[src/rtl/mux_n_rr_if.sv]
// Stream bundle between N producers, the multiplexer and one consumer.
// The mux owns the slave view; whoever drives the producers and consumer uses the master view.
interface mux_n_rr_if #(
  parameter int N     = 4,
  parameter int WIDTH = 8,
  localparam int SELW = $clog2(N)
);
  logic              mode;
  logic [SELW-1:0]   sel;
  logic [N-1:0]      in_valid;
  logic [N*WIDTH-1:0] in_data;
  logic [N-1:0]      in_ready;
  logic              out_valid;
  logic [WIDTH-1:0]  out_data;
  logic [SELW-1:0]   out_chan;
  logic              out_ready;

  modport master (
    output mode, sel, in_valid, in_data, out_ready,
    input  in_ready, out_valid, out_data, out_chan
  );

  modport slave (
    input  mode, sel, in_valid, in_data, out_ready,
    output in_ready, out_valid, out_data, out_chan
  );
endinterface

[src/rtl/mux_n_rr.sv]
// N-channel registered valid/ready stream multiplexer with fixed or round-robin selection.
// Output beat carries the index of the channel that supplied it.
module mux_n_rr #(
  parameter int N     = 4,
  parameter int WIDTH = 8,
  localparam int SELW = $clog2(N)
) (
  input logic         clk,
  input logic         rst,
  mux_n_rr_if.slave   bus
);
  localparam logic [SELW:0]   N_W  = (SELW + 1)'(N);
  localparam logic [SELW-1:0] LAST = SELW'(N - 1);

  logic [SELW-1:0]  ptr_reg;
  logic [SELW-1:0]  ptr_next;
  logic             out_valid_reg;
  logic [WIDTH-1:0] out_data_reg;
  logic [SELW-1:0]  out_chan_reg;

  logic [SELW-1:0]  cand_idx [N];
  logic [N-1:0]     cand_valid;
  logic [WIDTH-1:0] chan_data [N];
  logic [SELW-1:0]  rr_idx;
  logic             rr_found;
  logic             sel_ok;
  logic             have_grant;
  logic [SELW-1:0]  grant_idx;
  logic             load;

  // Offset gi from the pointer maps to channel (ptr + gi) mod N.
  for (genvar gi = 0; gi < N; gi++) begin : g_cand
    logic [SELW:0] sum;
    assign sum            = {1'b0, ptr_reg} + (SELW + 1)'(gi);
    assign cand_idx[gi]   = (sum >= N_W) ? SELW'(sum - N_W) : SELW'(sum);
    assign cand_valid[gi] = bus.in_valid[cand_idx[gi]];
    assign chan_data[gi]  = bus.in_data[gi*WIDTH +: WIDTH];
  end

  // Walk offsets from farthest to nearest so the closest valid channel wins.
  always_comb begin
    rr_found = 1'b0;
    rr_idx   = '0;
    for (int k = N - 1; k >= 0; k--) begin
      if (cand_valid[k]) begin
        rr_found = 1'b1;
        rr_idx   = cand_idx[k];
      end
    end
  end

  assign sel_ok     = ({1'b0, bus.sel} < N_W);
  assign have_grant = bus.mode ? rr_found : (sel_ok && bus.in_valid[bus.sel]);
  assign grant_idx  = bus.mode ? rr_idx : bus.sel;
  assign load       = have_grant && (!out_valid_reg || bus.out_ready);
  assign ptr_next   = (grant_idx == LAST) ? '0 : grant_idx + 1'b1;

  for (genvar gi = 0; gi < N; gi++) begin : g_ready
    assign bus.in_ready[gi] = load && !rst && (grant_idx == SELW'(gi));
  end

  always_ff @(posedge clk) begin
    if (rst) begin
      out_valid_reg <= 1'b0;
      out_data_reg  <= '0;
      out_chan_reg  <= '0;
      ptr_reg       <= '0;
    end else begin
      if (load) begin
        out_valid_reg <= 1'b1;
        out_data_reg  <= chan_data[grant_idx];
        out_chan_reg  <= grant_idx;
        if (bus.mode) begin
          ptr_reg <= ptr_next;
        end
      end else if (bus.out_ready) begin
        out_valid_reg <= 1'b0;
      end
    end
  end

  assign bus.out_valid = out_valid_reg;
  assign bus.out_data  = out_data_reg;
  assign bus.out_chan  = out_chan_reg;
endmodule

[src/flat_wrapper.sv]
// flat-port wrapper written by rule: the top's interface ports become plain ports
module mux_n_rr_flat 
#(
  parameter int N     = 4,
  parameter int WIDTH = 8,
  localparam int SELW = $clog2(N)
)
  (clk, rst, bus_mode, bus_sel, bus_in_valid, bus_in_data, bus_out_ready, bus_in_ready, bus_out_valid, bus_out_data, bus_out_chan);
  mux_n_rr_if #(.N(N), .WIDTH(WIDTH)) bus_i ();
  input logic clk;
  input logic rst;
  input wire logic [$bits(bus_i.mode)-1:0] bus_mode;
  input wire logic [$bits(bus_i.sel)-1:0] bus_sel;
  input wire logic [$bits(bus_i.in_valid)-1:0] bus_in_valid;
  input wire logic [$bits(bus_i.in_data)-1:0] bus_in_data;
  input wire logic [$bits(bus_i.out_ready)-1:0] bus_out_ready;
  output wire logic [$bits(bus_i.in_ready)-1:0] bus_in_ready;
  output wire logic [$bits(bus_i.out_valid)-1:0] bus_out_valid;
  output wire logic [$bits(bus_i.out_data)-1:0] bus_out_data;
  output wire logic [$bits(bus_i.out_chan)-1:0] bus_out_chan;
  assign bus_i.mode = bus_mode;
  assign bus_i.sel = bus_sel;
  assign bus_i.in_valid = bus_in_valid;
  assign bus_i.in_data = bus_in_data;
  assign bus_i.out_ready = bus_out_ready;
  assign bus_in_ready = bus_i.in_ready;
  assign bus_out_valid = bus_i.out_valid;
  assign bus_out_data = bus_i.out_data;
  assign bus_out_chan = bus_i.out_chan;
  mux_n_rr #(.N(N), .WIDTH(WIDTH)) u_core (.clk(clk), .rst(rst), .bus(bus_i));
endmodule
[config.mk]
export PLATFORM = sky130hd
export DESIGN_NAME = mux_n_rr_flat
export DESIGN_NICKNAME = d
export VERILOG_FILES = /design/src/rtl/mux_n_rr_if.sv /design/src/rtl/mux_n_rr.sv /design/src/flat_wrapper.sv
export SDC_FILE = /design/constraint.sdc
export NUM_CORES = 1
export LEC_CHECK = 0
export ABC_AREA = 1
export CORE_ASPECT_RATIO = 1.75
export CORE_MARGIN = 3
export CORE_UTILIZATION = 30
export DETAILED_ROUTE_END_ITERATION = 10
export SLEW_MARGIN = 20
export SYNTH_ARGS = -nofsm -noshare
export SYNTH_HDL_FRONTEND = slang
export SYNTH_SLANG_ARGS = --single-unit
[constraint.sdc]
create_clock -name clk -period 3.4 [get_ports clk]
set_input_delay 0.68 -clock clk [delete_from_list [all_inputs] [get_ports clk]]
set_output_delay 0.68 -clock clk [all_outputs]
set_load 0.03 [all_outputs]
==> impl_metrics.ini <==
[status]
status = finished, final reports clean

[worst_setup_path]
max_stage_delay_ns = 0.51
crit_path_start_kind = input pin
path_class = in -> out
worstPathMaxFanout = 12
end_kind = primary output
cp_slowest_cell = clkdlybuf4s50_1
worstPathArrival_ns = 2.54
crit_chain = clkdlybuf4s50_1 > inv_1 > nand2_4 > nand3_1 > nand2_1 > nand3b_1 > nand2_1 > o21ai_4 > inv_2 > ha_1 > inv_1 > nor2_1 > buf_4
cp.required_ns = 2.72

[clock_tree]
cts.sinks = 13
clockBufferDepth = 2
numCtsBuffers = 3
cts_tree = built
cts_resized = 0
holdBufCountCts = 0
clock_latency_ns = 0.25
cts_max_level = 1
cts-root-buf = clkbuf_8
clk_pin_slew_ns = 0.06
cts_setup_buffers = 0

[die]
die_w_um = 53.1
rows = 29
ioPinCount = 57
start_util_pct = 31.8
dieArea_um2 = 4690
die_y_um = 88.4
design.core.area_um2 = 3660

[power_and_ir_drop]
power_per_cell_area_nw_per_um2 = 383
power_mw = 0.687
leakage_nw = 0.857
vdd_ir_drop_max_mv = 0.288

[synthesis]
synth_mux_area_share_pct = 0
synth_fp_nets = 234
avgSynthCellArea_um2 = 6.09
yosysWarnings = 0
synth_top_area_cell = dfxtp_1
synth_xor_area_share_pct = 0.753
synth_adder_area_share_pct = 1.08
syn-instance-count = 191
ys_seq_elements = 13
synth_top_family_by_area = simple AND/OR/NAND/NOR gates
yosysSeqAreaShare_pct = 22.4
synth_top_area_share_pct = 22.4
syn_area_um2 = 1160
synth_cell_types = 29
synthTopCellsByArea = dfxtp_1 22%, nand3_1 20%, inv_1 12%, nand2_1 11%, nand2_2 4.8%
synthSimpleGateAreaFrac_pct = 45.5
synth-compound-area-share_pct = 12.0

[grt]
grt_util_all_layers_pct = 16.8
grt_pass1_vias = 1354
antenna_found_initial = 0
gr-total-overflow = 0
grt_max_degree = 18
grt_pass1_wl_um = 5840

[detailed_routing]
wl_per_cell_um = 12.1
routed_wl_um = 3560
antenna_left = 0
drc = 0
num_vias = 1373
via_per_inst = 4.65
firstDrtPassIters = 4
drtIter0Drc = 15

[sta]
setup_ws_ns = 0.184
finalSetupViolations = 0
period_share_pct = 94.6
setup_tns_ns = 0
rsz0062_at_grt = false
fmax_mhz = 311
maxSlewHeadroom_pct = 74.5
min_period_ns = 3.22
whs_ns = 0.458
fin_skew_ns = 0.00479
worst_pin_slew_ns = 0.382
finalHoldViolations = 0
finalMaxSlewViolations = 0

[layout]
nets = 293
design_area_um2 = 1790
seq_area_um2 = 260
final_common_cell = clkdlybuf4s50_1
mostFrequentLayoutCells = 52 x clkdlybuf4s50_1, 47 x nand3_1, 37 x inv_1, 34 x nand2_1, 13 x dfxtp_1
finalNonFillerCells = 295
nFillCells = 406
drive_gt1_share_pct = 13.7
area_growth_pct = 54.2
largest_reg_flops = 8
multi_input_area_um2 = 691
antennaDiodeCount = 0
fin_util_pct = 49.0

[place]
dp_slack_ns = 0.202
dpl.hpwl_um = 2900
gp_congestion = 0.815
place_area_um2 = 1750
port_buffers = 56
place_inst = 291

[worst_hold_path]
hp-class = reg -> reg

[run]
max_cap_viol_count = 0
-- metal layers --
metal	GRT usage [%]	routed length, um	vias to the layer above
li1	-	-	723
met1	16.9	1340	608
met2	32.2	1980	38
met3	2.53	170	4
met4	7.67	64	0
met5	0	0	-
-- cells in the mapped netlist --
master	instances
a211oi_1	1
a21oi_1	8
a21oi_2	1
and2_1	1
buf_4	1
buf_6	4
clkbuf_1	2
dfxtp_1	13
ha_1	1
inv_1	37
inv_2	2
inv_4	1
nand2_1	34
nand2_2	9
nand2_4	3
nand3_1	47
nand3_2	2
nand3b_1	1
nor2_1	6
nor2_2	1
nor3_1	1
o211ai_1	1
o21ai_0	3
o21ai_1	6
o21ai_2	1
o21ai_4	1
o22ai_1	1
or2_4	1
xnor2_1	1
-- worst max-delay path: cells and delay by family --
kind	cells	cell delay, ns
buffers and inverters	5	1.01
AOI/OAI and AO/OA	1	0.12
adders and majority gates	1	0.18
and+or+nand+nor	6	0.55
-- cells by family after synthesis --
family                     count (synthesis)
and+or+nand+nor                          106
DFF                                       13
AOI/OAI and AO/OA                         23
xor gates and xnor gates                   1
adders and majority gates                  1
buffers and inverters                     47
-- where the power goes --
| part | internal (mW) | switching [mW] | total, mW |
|---|---|---|---|
| Sequential | 0.175 | 0.0165 | 0.191 |
| Combinational | 0.154 | 0.200 | 0.354 |
| Clock | 0.0829 | 0.0587 | 0.142 |
| Total | 0.412 | 0.275 | 0.687 |
-- area by class of cell --
type / count / area share, %
Clock buffer: 4 / 2.51
Timing Repair Buffer: 61 / 32.8
Tap cell: 46 / 3.21
Inverter: 40 / 8.51
Sequential cell: 13 / 14.5
Multi-Input combinational cell: 131 / 38.5
-- final timing paths --
kind	from	end	slack [ns]	cells after the start
max	bus_in_valid[2]	bus_in_ready[2]	0.18	13
min	u_core.bus.out_data[6]$_SDFFE_PP0P_	u_core.bus.out_data[6]$_SDFFE_PP0P_	0.46	2
max reg2reg	u_core.ptr_reg[0]$_SDFFE_PP0P_	u_core.ptr_reg[1]$_SDFFE_PP0P_	1.22	13
min reg2reg	u_core.bus.out_data[6]$_SDFFE_PP0P_	u_core.bus.out_data[6]$_SDFFE_PP0P_	0.46	2
(Power assumes the default switching activity.)
